[src/rtl/usb_pkt_tx.sv]
// USB 2.0 FS device-side packet transmitter: emits PID, optional payload and CRC16
// onto the 8-bit UTMI transmit interface under the tx_valid/tx_ready handshake.
module usb_pkt_tx #(
    parameter int unsigned MAX_LEN = 64
) (
    input  logic       clk,
    input  logic       rst,
    input  logic       pkt_start,
    input  logic [3:0] pkt_pid,
    input  logic       pkt_zlp,
    input  logic [7:0] pld_data,
    input  logic       pld_valid,
    input  logic       pld_last,
    output logic       pld_ready,
    output logic       busy,
    output logic       done,
    output logic       err,
    output logic [7:0] data_in,
    output logic       tx_valid,
    input  logic       tx_ready
);

    localparam int unsigned CNT_W  = 11;
    localparam int unsigned CRC_W  = 16;
    localparam int unsigned BYTE_W = 8;

    localparam logic [CNT_W-1:0] MAX_CNT  = CNT_W'(MAX_LEN);
    localparam logic [CRC_W-1:0] CRC_POLY = 16'hA001;
    localparam logic [CRC_W-1:0] CRC_INIT = 16'hFFFF;

    typedef enum logic [2:0] {
        S_IDLE,
        S_PID,
        S_DATA,
        S_CRC_LO,
        S_CRC_HI
    } state_e;

    // Reflected CRC-16/USB, one byte processed LSB first.
    function automatic logic [CRC_W-1:0] crc16_byte(input logic [CRC_W-1:0] crc,
                                                    input logic [BYTE_W-1:0] d);
        logic [CRC_W-1:0] c;
        c = crc ^ {8'h00, d};
        for (int i = 0; i < 8; i++) begin
            c = c[0] ? ((c >> 1) ^ CRC_POLY) : (c >> 1);
        end
        return c;
    endfunction

    state_e              state_q, state_d;
    logic [BYTE_W-1:0]   data_q, data_d;
    logic                txv_q, txv_d;
    logic                busy_q, busy_d;
    logic                done_q, done_d;
    logic                err_q, err_d;
    logic [CRC_W-1:0]    crc_q, crc_d;
    logic [CNT_W-1:0]    cnt_q, cnt_d;
    logic                is_data_q, is_data_d;
    logic                zlp_q, zlp_d;
    logic                cur_last_q, cur_last_d;
    logic                trunc_q, trunc_d;

    logic accept;
    logic at_limit;
    logic fetch;

    assign accept   = txv_q & tx_ready;
    assign at_limit = (cnt_q == MAX_CNT);

    // A fetch pulls the next payload byte in the same cycle the current byte is accepted.
    assign fetch = accept &
                   (((state_q == S_PID) & is_data_q & ~zlp_q) |
                    ((state_q == S_DATA) & ~cur_last_q & ~at_limit));

    always_ff @(posedge clk or posedge rst) begin
        if (rst) begin
            state_q <= S_IDLE;
        end else begin
            state_q <= state_d;
        end
    end

    always_comb begin
        state_d = state_q;
        case (state_q)
            S_IDLE: begin
                if (pkt_start) state_d = S_PID;
            end
            S_PID: begin
                if (accept) begin
                    if (!is_data_q)  state_d = S_IDLE;
                    else if (zlp_q)  state_d = S_CRC_LO;
                end
            end
            S_DATA: begin
                if (accept && (cur_last_q || at_limit)) state_d = S_CRC_LO;
            end
            S_CRC_LO: begin
                if (accept) state_d = S_CRC_HI;
            end
            S_CRC_HI: begin
                if (accept) state_d = S_IDLE;
            end
            default: state_d = S_IDLE;
        endcase
        if (fetch) state_d = pld_valid ? S_DATA : S_IDLE;
    end

    always_comb begin
        data_d     = data_q;
        txv_d      = txv_q;
        crc_d      = crc_q;
        cnt_d      = cnt_q;
        is_data_d  = is_data_q;
        zlp_d      = zlp_q;
        cur_last_d = cur_last_q;
        trunc_d    = trunc_q;
        done_d     = 1'b0;
        err_d      = 1'b0;
        busy_d     = (state_d != S_IDLE);
        case (state_q)
            S_IDLE: begin
                if (pkt_start) begin
                    data_d     = {~pkt_pid, pkt_pid};
                    txv_d      = 1'b1;
                    is_data_d  = (pkt_pid[1:0] == 2'b11);
                    zlp_d      = pkt_zlp;
                    crc_d      = CRC_INIT;
                    cnt_d      = '0;
                    cur_last_d = 1'b0;
                    trunc_d    = 1'b0;
                end
            end
            S_PID: begin
                if (accept) begin
                    if (!is_data_q) begin
                        txv_d  = 1'b0;
                        done_d = 1'b1;
                    end else if (zlp_q) begin
                        data_d = ~crc_q[7:0];
                    end
                end
            end
            S_DATA: begin
                if (accept && (cur_last_q || at_limit)) begin
                    data_d  = ~crc_q[7:0];
                    trunc_d = ~cur_last_q;
                end
            end
            S_CRC_LO: begin
                if (accept) data_d = ~crc_q[15:8];
            end
            S_CRC_HI: begin
                if (accept) begin
                    txv_d  = 1'b0;
                    done_d = 1'b1;
                    err_d  = trunc_q;
                end
            end
            default: ;
        endcase
        // Payload load or underrun abort; an underrun sends no CRC.
        if (fetch) begin
            if (pld_valid) begin
                data_d     = pld_data;
                crc_d      = crc16_byte(crc_q, pld_data);
                cnt_d      = cnt_q + CNT_W'(1);
                cur_last_d = pld_last;
            end else begin
                txv_d  = 1'b0;
                done_d = 1'b1;
                err_d  = 1'b1;
            end
        end
    end

    always_ff @(posedge clk or posedge rst) begin
        if (rst) begin
            data_q     <= '0;
            txv_q      <= 1'b0;
            busy_q     <= 1'b0;
            done_q     <= 1'b0;
            err_q      <= 1'b0;
            crc_q      <= CRC_INIT;
            cnt_q      <= '0;
            is_data_q  <= 1'b0;
            zlp_q      <= 1'b0;
            cur_last_q <= 1'b0;
            trunc_q    <= 1'b0;
        end else begin
            data_q     <= data_d;
            txv_q      <= txv_d;
            busy_q     <= busy_d;
            done_q     <= done_d;
            err_q      <= err_d;
            crc_q      <= crc_d;
            cnt_q      <= cnt_d;
            is_data_q  <= is_data_d;
            zlp_q      <= zlp_d;
            cur_last_q <= cur_last_d;
            trunc_q    <= trunc_d;
        end
    end

    assign pld_ready = fetch;
    assign busy      = busy_q;
    assign done      = done_q;
    assign err       = err_q;
    assign data_in   = data_q;
    assign tx_valid  = txv_q;

endmodule

[config.mk]
export PLATFORM = sky130hd
export DESIGN_NAME = usb_pkt_tx
export DESIGN_NICKNAME = d
export VERILOG_FILES = /design/src/rtl/usb_pkt_tx.sv
export SDC_FILE = /design/constraint.sdc
export NUM_CORES = 1
export LEC_CHECK = 0
export CAP_MARGIN = 20
export CELL_PAD_IN_SITES_DETAIL_PLACEMENT = 1
export CELL_PAD_IN_SITES_GLOBAL_PLACEMENT = 2
export CORE_MARGIN = 2
export CORE_UTILIZATION = 37
export CTS_CLUSTER_DIAMETER = 60
export DETAILED_ROUTE_END_ITERATION = 8
export GPL_TIMING_DRIVEN = 1
export PLACE_DENSITY_LB_ADDON = 0.1
export SLEW_MARGIN = 20
export SYNTH_ARGS = -nofsm -noshare
export SYNTH_HDL_FRONTEND = slang
export SYNTH_SLANG_ARGS = --single-unit
[constraint.sdc]
create_clock -name clk -period 4 [get_ports clk]
set_clock_uncertainty 0.15 [all_clocks]
set_input_delay 1 -clock clk [delete_from_list [all_inputs] [get_ports clk]]
set_output_delay 1 -clock clk [all_outputs]
set_load 0.005 [all_outputs]
==> flow_results.org, run 1 <==
** Job
- Max-cap violations in this run came to 0.

** Logic synthesis
- Sorting the synthesized cells by area gives the leading types as dfrtp_1 28%, dfstp_2 16%, xnor2_1 5.6%, nor2_1 4.8%, nand2_1 4.5%.
- Yosys mapped a number of flops with a built-in enable equal to 0.
- In this run, synthesis produced a sequential element count of 46.
- Counting every net in the synthesized netlist gives 325.
- A synthesized cell averages 8.75 um2.
- Synth unique cells :: 44
- The synthesized design spends more area on one cell type than any other, namely dfrtp_1.
- For this run, asynchronously set or reset flops after synthesis account for 1.00.
- Ranked by instance count, the synthesized netlist is headed by 34 x nor2_1, 32 x nand2_1, 30 x dfrtp_1.
- In this run the cell area of the synthesized design comes to 0.00266 mm2.
- Prevailing post-synth register cell :: dfrtp_1
- Proportion of synthesized chip area in sequential cells :: 0.440
- Dominant cell by count in the synthesized netlist :: nor2_1
- Mapped Cells :: 304
- Yosys warning count :: 0
- Synth top area share :: 0.282

** Clock network
- In this run the deepest clock path goes through 2 buffers.
- Setup bufs post-CTS :: 0
- CTS built an H-tree with a depth of 2.
- The cell sitting at the root of the clock tree is a clkbuf_8.
- Number of buffers inserted during clock tree synthesis :: 5
- Quantity of gates resized following cts :: 0
- CTS sink cnt :: 46
- Buffers inserted to repair hold after CTS numbered 0.
- Clock latency on the worst-skew pair, taken at its later pin, is 0.30 ns.
- TritonCTS built the clock tree.
- Clock-pin slew on the worst setup and hold paths :: 0.09 ns

** Route
- Vias per std cell :: 5.55
- The first TritonRoute pass finished after 4 iterations.
- Iter 0 DRT Violations :: 74
- Wire length per cell after detailed routing :: 17.7 um
- The routed design has 7610 um of wire.
- The final route contains 2382 vias.
- Number of design rule violations left after detail routing :: 0
- Antenna violation net count after detailed routing :: 0

** Final layout
- 0 antenna diodes ended up in the layout.
- Final core area utilization :: 0.461
- Summing all non-filler instances in the final layout gives an area of 0.00317 mm2.
- P&R area growth vs syn :: 19.1%
- Number of nets in the finished design :: 353
- Counting the fill cells in the layout gives 814.
- Area used by multi-input combinational logic :: 0.00139 mm2
- Total area of sequential cells :: 0.00117 mm2
- Fraction of layout instances using a drive strength above 1 :: 0.117

** GRT
- Entering global routing, the biggest net connects 47 pins.
- The via count of the first global-routing pass is 2422.
- The first global-routing pass estimated 12600 um of wire.
- Global routing usage summed across all routing layers :: 0.208
- The initial antenna violation count came to 0.
- Aggregate global routing overflow :: 0

** Place
- The placed instances occupy a cell area of 0.00308 mm2.
- After legalization and detailed placement, the total HPWL measured 5410 um.
- Final GP Congestion :: 0.793
- Prior to clock tree synthesis, the placed netlist has a worst setup slack of 0.417 ns.
- Number of buffers inserted by port buffering :: 31

** Pwr
- VDD IR max :: 309 uV
- Power density normalized to cell area :: 678 mW/mm2
- LEAKAGE :: 1.22 nW

** STA
- Setup repair after global routing left no endpoint under its margin.
- Period minus WS final :: 3.71 ns
- In the finished design, the share of the clock period the worst path needs comes to 0.929.
- Sum of negative setup slack :: 0 ns
- The number of max-slew violations in the final report is 0.
- Upper clock frequency limit :: 269 MHz
- Measured against its own limit, the worst slew margin works out to 0.427.
- Setup-failing EPs final :: 0
- Number of hold-slack violations in the final timing report :: 0
- Once routing completed, OpenROAD measured the worst setup slack at 0.285 ns.
- Transition time at the pin with the least slew margin :: 0.859 ns

** Floorplanning
- Die area :: 0.00788 mm2
- After floorplanning, the core was divided into 30 placement rows.
- The core region is 0.00687 mm2.
- During I/O placement, the number of pins put on the boundary was 32.
- The die is 88.8 um wide.
- For this configuration, the core starts out at a cell density of 0.387.
- DIE HEIGHT :: 88.8 um

** Min path
- Path class of the lowest-slack min-delay path :: reg -> reg

** Setup path
- Crit-path max cell delay :: 0.54 ns
- Chain of cells forming the critical path :: inv_1 > ha_1 > or4b_1 > o311ai_4 > a21o_2 > inv_1 > clkdlybuf4s50_1
- The critical path in this run is classified as reg -> out.
- Slowest cell on the critical path :: or4b_1
- For the worst setup path, the data required time is 2.85 ns.
- Kind of end point of the critical path :: primary output
- CP max FO :: 4
- The most numerous cell type found on the critical path is inv_1.
- Arrival time worst endpoint :: 2.56 ns
- STA classifies the critical path startpoint as a flip-flop.

** Status
- Outcome :: completed
==> layer usage <==
layer	vias to the layer above	wire length [um]	global-route usage
met5	-	0	0
met3	6	296	0.0224
li1	1136	-	-
met2	41	3440	0.322
met1	1199	3810	0.315
met4	0	70	0.0455
==> cell families (layout without fill, tap and decap cells) <==
group                    after synthesis  in the layout  share of synthesized area
adder cells (fa/ha/maj)                2              2                    0.00941
AO/OA/AOI/OAI                         90             90                      0.211
XOR/XNOR                              24             24                     0.0847
buffers and inverters                 26             55                     0.0390
flip-flops                            46             46                      0.440
multiplexers                           5              5                     0.0188
AND/OR/NAND/NOR                      111            111                      0.197
==> worst max-delay path: cells and delay by family (launching register included) <==
| kind | cells | cell delay, ns |
|---|---|---|
| DFF | 1 | 0.42 |
| and+or+nand+nor | 1 | 0.54 |
| AOI/OAI and AO/OA | 2 | 0.56 |
| buffers and inverters | 3 | 0.61 |
| adders and majority gates | 1 | 0.14 |
==> worst paths after layout <==
kind	slack (ns)	end	startpoint	cells past startpoint
max	0.29	pld_ready	cnt_q[1]	7
min	0.33	crc_q[1]	crc_q[9]	2
max reg2reg	1.26	data_in[0]	cnt_q[1]	8
min reg2reg	0.33	crc_q[1]	crc_q[9]	2
max in group asynchronous	2.17	done	rst	2
min in group asynchronous	1.01	data_in[6]	rst	2
==> where the power goes <==
| group | internal, W | switching (W) |
|---|---|---|
| registers | 0.000656 | 0.000156 |
| logic | 0.000508 | 0.000524 |
| clock network | 0.000140 | 0.000163 |
| total | 0.00130 | 0.000843 |
==> placed cells by master (no fill, tap or decap), types with 8 or more instances in the layout <==
master	instances
nor3_1	10
a21oi_1	17
dfstp_2	16
o21ai_1	23
xnor2_1	17
o21ai_0	17
nand2_1	32
clkdlybuf4s50_1	31
dfrtp_1	30
nand3_1	12
nor2_1	34
inv_1	8
==> cell type report <==
class | instances | area share
multi-input combinational | 232 | 0.438
sequential | 46 | 0.370
timing repair buffer | 38 | 0.114
tap | 96 | 0.0379
clock buffer | 7 | 0.0272
inverter | 9 | 0.0111
clock inverter | 1 | 0.00158
==> through the flow <==
step	hold WS, ns	std cells	total power (W)
after floorplan	0.298	304	0.00151
after global placement	0.311	421	0.00183
after detailed placement	0.317	421	0.00185
after CTS	0.329	429	0.00217
after global routing	0.361	429	0.00232
final	0.328	429	0.00215
==> flip-flops by register name, indices dropped and copies added, names as in the netlist <==
register and cells:
state_q 3, err 1, data_in 8, busy 1
done 1, crc_q 16, cur_last_q 1, is_data_q 1
trunc_q 1, tx_valid 1, cnt_q 11, zlp_q 1
Power figures use the tool's default switching activity.
==> run 2, diff against run 1 <==
CELL_PAD_IN_SITES_DETAIL_PLACEMENT = not set   (was 1)
CELL_PAD_IN_SITES_GLOBAL_PLACEMENT = not set   (was 2)
CORE_UTILIZATION = 60   (was 37)
PLACE_DENSITY = 0.85   (was not set)
PLACE_DENSITY_LB_ADDON = not set   (was 0.1)
==> flow_results.org, run 2 (synthesis results as in run 1) <==
** Route
- Antenna violation net count after detailed routing :: 0 (unchanged)
- The mean number of vias per cell came to 6.29 (+13%).
- Drt first pass iters :: 5 (+1)
- The via count came to 2408 (+1.1%).
- Iter 0 DRT Violations :: 289 (+290%)
- The remaining routing DRC violations is 0 (unchanged).
- The detailed-route wire length per cell is 17.0 um (-4.3%).
- Final wirelength :: 6500 um (-15%)

** STA
- The number of endpoints failing setup at the final stage came to 0 (unchanged).
- The fmax is 269 MHz (about the same).
- Final count of pins violating max slew :: 0 (unchanged)
- Sum of negative setup slack :: 0 ns (unchanged)
- The actual slew at the worst max-slew pin came to 0.883 ns (+0.0243 ns).
- The remaining max-slew budget at the tightest pin was 0.411 (-0.0162).
- The count of endpoints failing hold in the final timing report came to 0 (unchanged).
- Setup repair after global routing missed its margin :: no
- Period minus WS final :: 3.71 ns (-0.00228 ns)
- Fin crit share :: 0.928 (about the same)
- The final worst slack is 0.287 ns (+0.00228 ns).

** Setup path
- Worst r2r dst :: cnt_q[3]
- Arrival time worst endpoint :: 2.56 ns (about the same)
- Crit Path Category :: reg -> out
- The cell depth of the worst flop-to-flop path was 8 (unchanged).
- The setup slack of the worst register-to-register path is 1.09 ns (-0.17 ns).
- Kind of end point of the critical path :: primary output
- Worst reg2reg path startpoint :: cnt_q[1]
- CP max FO :: 4 (unchanged)
- Critical path launch point type :: flip-flop
- The required time at the endpoint of the critical path was 2.85 ns (about the same).

** Final layout
- crc_q holds more flip-flops than any other register.
- The top cell types in the final layout, fill and taps aside, are 34 x nor2_1, 32 x nand2_1, 31 x clkdlybuf4s50_1.
- Fraction of layout instances using a drive strength above 1 :: 0.112 (-0.00533)
- Largest register FFs :: 16 (unchanged)
- The number of antenna cells inserted is 0 (unchanged).
- Leaving out fill and tap cells, the most frequent cell in the layout is nor2_1.
- Number of nets in the finished design :: 351 (-0.57%)
- P&R area growth vs syn :: 16.9%

** Status
- Outcome :: completed

** Clock network
- Number of buffers inserted during clock tree synthesis :: 5 (unchanged)
- Clock tree from TritonCTS :: done
- Quantity of gates resized following cts :: 0 (unchanged)
- Clock root cell :: clkbuf_8
- The clock-pin transition on the worst setup and hold timing paths came to 0.08 ns (about the same).
- Hold bufs inserted after CTS :: 0 (unchanged)
- The deepest level of the CTS H-tree was 2 (unchanged).
- The number of setup buffers added after CTS was 0 (unchanged).
- The later-pin clock latency in the skew report came to 0.31 ns (about the same).
- CTS sink cnt :: 46 (unchanged)
- The worst-case clock buffer depth was 2 (unchanged).

** GRT
- Pin count of the biggest net entering global routing :: 47 (unchanged)
- Aggregate global routing overflow :: 0 (unchanged)
- The initial antenna violation count is 0 (unchanged).
- Global routing usage summed across all routing layers :: 0.277 (+0.0686)
- The first-pass GRT wire length was 10800 um (-14%).
- The via count of the first global-routing pass came to 2253 (-7.0%).

** Place
- Final GP Congestion :: 0.870 (+9.7%)
- The quantity of I/O buffers inserted on ports was 31 (unchanged).
- Detailed Place HPWL :: 4450 um (-18%)
- Post-place setup slack :: 0.434 ns (+0.0174 ns)

** Floorplanning
- The area enclosed by the die boundary is 0.00498 mm2 (-37%).
- The die span in x is 70.6 um (-21%).
- The number of cell rows is 24 (-20%).
- The core footprint is 0.00432 mm2 (-37%).
- Initial Utilization :: 0.615 (+0.228)
- The chip height is 70.6 um (-21%).
- I/O pin total :: 32 (unchanged)

** Pwr
- VDD IR max :: 331 uV (+7.0%)
- The total power divided by cell area came to 682 mW/mm2 (+0.71%).
- The standby leakage power was 1.21 nW (-0.35%).

** Job
- The total of max-cap violations was 0 (unchanged).

** Min path
- The worst hold path terminates at crc_q[4].
- Worst hold path startpoint :: crc_q[12]
- Number of stages on the worst hold path :: 2 (unchanged)
- Path class of the lowest-slack min-delay path :: reg -> reg
==> run 2: through the flow <==
step                power [W]  area, um2   util  hold slack, ns  cells
finish                0.00212       3110  0.719           0.330    383
global route          0.00226       3110  0.719           0.365    383
CTS                   0.00211       3090  0.715           0.331    382
detailed placement    0.00181       3000  0.694           0.319    374
global placement      0.00177       3000  0.694           0.309    374
floorplan             0.00151       2660      -           0.298    304
==> run 2: area by class of cell <==
type,count,area (um2)
multi-input cells,232,1390
flip-flops and latches,46,1170
fillers,343,1210
repair buffers,36,360
well taps,52,65.1
inverters,9,33.8
clock inverters,1,5.00
clock buffers,7,86.3
==> run 2: worst max-delay path by stage <==
stage	start	endpoint	slack [ns]	cells after the start
finish	cnt_q[1]	pld_ready	0.29	7
global route	cnt_q[1]	pld_ready	0.17	7
CTS	cnt_q[0]	pld_ready	0.29	7
detailed placement	tx_ready	pld_ready	0.43	5
global placement	tx_ready	pld_ready	0.46	5
floorplan	cnt_q[0]	pld_ready	1.19	6
==> run 2: power by group <==
group          total, W  switching, W  leakage, nW  internal [W]
Combinational   0.00100      0.000501        0.599      0.000501
Clock          0.000299      0.000159       0.0482      0.000140
Sequential     0.000821      0.000165        0.564      0.000656
Total           0.00212      0.000826         1.21       0.00130
==> run 2: per-layer routing <==
layer	up-vias	wire (um)	global-route usage
li1	1141	-	-
met1	1134	2910	0.397
met2	118	2980	0.411
met3	15	477	0.0627
met4	0	131	0.115
met5	-	0	0
==> run 2: critical path, cell delays in order (launching register included) <==
cell and delay [ns]:
dfrtp_1 0.41, inv_1 0.12, ha_1 0.14, or4b_1 0.54, o311ai_4 0.33, a21o_2 0.22
inv_1 0.06, clkdlybuf4s50_1 0.43
==> run 3, diff against run 2 <==
--- a/config.mk
+++ b/config.mk
@@ -14,2 +14,3 @@
 export PLACE_DENSITY = 0.85
+export REMOVE_ABC_BUFFERS = 1
 export SLEW_MARGIN = 20
==> constraint.sdc (replaced) <==
create_clock -name clk -period 4 [get_ports clk]
set_clock_uncertainty 0.15 [all_clocks]
set_input_delay 0.8 -clock clk [delete_from_list [all_inputs] [get_ports clk]]
set_output_delay 0.8 -clock clk [all_outputs]
set_load 0.005 [all_outputs]
==> flow_results.org, run 3 (synthesis results as in run 1) <==
** Final layout
- Fraction of layout instances using a drive strength above 1 :: 0.112 (+0.000339)
- The number of nets in the layout came to 350 (-0.28%).
- Largest register FFs :: 16 (unchanged)
- Highest-count cells in the layout ignoring fill and taps :: 34 x nor2_1, 32 x nand2_1, 31 x clkdlybuf4s50_1
- The final design instance area without fill is 0.00314 mm2 (+1.0%).
- The number of antenna cells inserted is 0 (unchanged).
- The area growth from synthesis to layout is 18.1%.
- The number of fill cells in the layout came to 342 (-0.29%).
- Most common cell after layout, fill and taps aside :: nor2_1
- Counting flops per register, the top entry is crc_q.

** STA
- Period minus WS final :: 3.54 ns (-0.177 ns)
- Sum of negative setup slack :: 0 ns (unchanged)
- The remaining max-slew budget at the tightest pin is 0.388 (-0.0227).
- The fmax was 283 MHz (+5.0%).
- Post-route setup slack :: 0.464 ns (+0.177 ns)
- The final critical-path share of the clock period was 0.884 (-0.0443).
- Number of hold-slack violations in the final timing report :: 0 (unchanged)
- Final count of pins violating max slew :: 0 (unchanged)
- Setup repair after global routing left no endpoint under its margin.
- Setup-failing EPs final :: 0 (unchanged)
- Transition time at the pin with the least slew margin :: 0.917 ns (+0.0341 ns)

** Clock network
- Clock network latency to the later pin of the worst-skew pair :: 0.30 ns (about the same)
- Quantity of gates resized following cts :: 0 (unchanged)
- TritonCTS built the clock tree.
- CTS sink cnt :: 46 (unchanged)
- The worst-case clock buffer depth was 2 (unchanged).
- Clock tree synthesis selected as its root buffer the cell clkbuf_8.
- The clock-pin transition on the worst setup and hold timing paths is 0.10 ns (+0.02 ns).
- Number of buffers inserted during clock tree synthesis :: 5 (unchanged)
- The deepest level of the CTS H-tree was 2 (unchanged).
- Hold bufs inserted after CTS :: 0 (unchanged)
- Setup bufs post-CTS :: 0 (unchanged)

** Route
- The sum of routed wire segments on met1 came to 2890 um (-0.55%).
- Routed signal wires occupy layers up through met4.
- Drt first pass iters :: 5 (unchanged)
- Wire length per cell after detailed routing :: 17.5 um (+3.3%)
- The first-iteration detailed-routing DRC count is 343 (+19%).
- Vias per std cell :: 6.38 (+1.6%)
- The via count was 2439 (+1.3%).
- Routed wl met3 :: 528 um (+11%)
- Final wirelength :: 6700 um (+3.1%)
- The remaining routing DRC violations is 0 (unchanged).
- The number of nets still failing antenna checks after routing is 0 (unchanged).
- The total length of routed met2 wires is 3210 um (+7.7%).

** Place
- Cell area after placement :: 0.00300 mm2 (unchanged)
- Detailed Place HPWL :: 4550 um (+2.3%)
- The worst setup slack before clock tree synthesis was 0.660 ns (+0.226 ns).
- The quantity of I/O buffers inserted on ports was 31 (unchanged).
- Final GP Congestion :: 0.918 (+5.6%)

** GRT
- The overall overflow remaining after global route was 0 (unchanged).
- Global-route wire length before repair :: 11100 um (+2.5%)
- Vias in the first global route :: 2327 (+3.3%)
- Global routing usage summed across all routing layers :: 0.281 (+0.00351)
- Antenna violations before repair :: 0 (unchanged)
- The pin count of the biggest net entering global routing was 30 (-36%).

** Setup path
- Critical path launch point type :: flip-flop
- Slowest cell on the critical path :: or4b_1
- Chain of cells forming the critical path :: inv_1 > ha_1 > or4b_1 > o311ai_4 > a21o_2 > inv_1 > clkdlybuf4s50_1
- Crit Path Category :: reg -> out
- The required time at the endpoint of the critical path is 3.05 ns (+0.20 ns).
- Arrival time worst endpoint :: 2.59 ns (+0.03 ns)
- Most frequent cell on the critical path :: inv_1
- The worst setup path is captured at a primary output.
- CP max FO :: 6 (+2)
- Crit-path max cell delay :: 0.55 ns (about the same)
- Buffering stage count on the worst path with inverters included :: 3 (unchanged)
- CP top delay family :: buffers and inverters

** Status
- Outcome :: completed

** Pwr
- The standby leakage power came to 1.23 nW (+1.2%).
- The overall power after layout came to 0.00225 W (+5.9%).
- VDD IR max :: 478 uV (+44%)
- The total power divided by cell area was 716 mW/mm2 (+4.9%).

** Min path
- Path class of the lowest-slack min-delay path :: reg -> reg

** Floorplanning
- Initial Utilization :: 0.615 (unchanged)
- The number of cell rows is 24 (unchanged).
- The core footprint was 0.00432 mm2 (unchanged).
- The area enclosed by the die boundary is 0.00498 mm2 (unchanged).
- DIE HEIGHT :: 70.6 um (unchanged)
- The die span in x was 70.6 um (unchanged).
- I/O pin total :: 32 (unchanged)

** Job
- The total of max-cap violations is 0 (unchanged).
## run 3: layer usage
layer  vias up  global-route usage
li1       1137                   -
met1      1176               0.389
met2       113               0.453
met3        13              0.0584
met4         0              0.0797
met5         -                   0
## run 3: metrics by stage
step	util	cells	hold slack (ns)
detailed placement	0.694	374	0.313
floorplan	-	287	0.298
finish	0.727	382	0.331
global route	0.727	382	0.346
global placement	0.694	374	0.310
CTS	0.727	382	0.328
## run 3: final cells by class
class	count	area (um2)	share of cell area
timing repair buffer	35	340	0.108
inverter	9	33.8	0.0108
sequential	46	1170	0.373
tap	52	65.1	0.0207
multi-input combinational	232	1390	0.442
clock inverter	2	60.1	0.0191
clock buffer	6	82.6	0.0263
## run 3: worst reg2reg max path, delay by kind of cell (launching register included)
kind | cells | cell delay (ns)
AO/OA/AOI/OAI | 5 | 1.45
AND/OR/NAND/NOR | 1 | 0.55
flip-flops | 1 | 0.44
adder cells (fa/ha/maj) | 1 | 0.14
buffers and inverters | 1 | 0.10
## run 3: worst paths after layout
path                       cells after the start  startpoint  slack [ns]    endpoint
max                                            7    cnt_q[0]        0.46   pld_ready
min                                            2    crc_q[9]        0.33    crc_q[1]
max reg2reg                                    8    cnt_q[0]        1.05    cnt_q[3]
min reg2reg                                    2    crc_q[9]        0.33    crc_q[1]
max in group asynchronous                      3         rst        2.21    crc_q[7]
min in group asynchronous                      2         rst        0.74  data_in[6]
## run 3: power breakdown
group	total [W]	switching (W)	internal (W)
Combinational	0.00100	0.000505	0.000496
Sequential	0.000820	0.000165	0.000656
Clock	0.000427	0.000161	0.000267
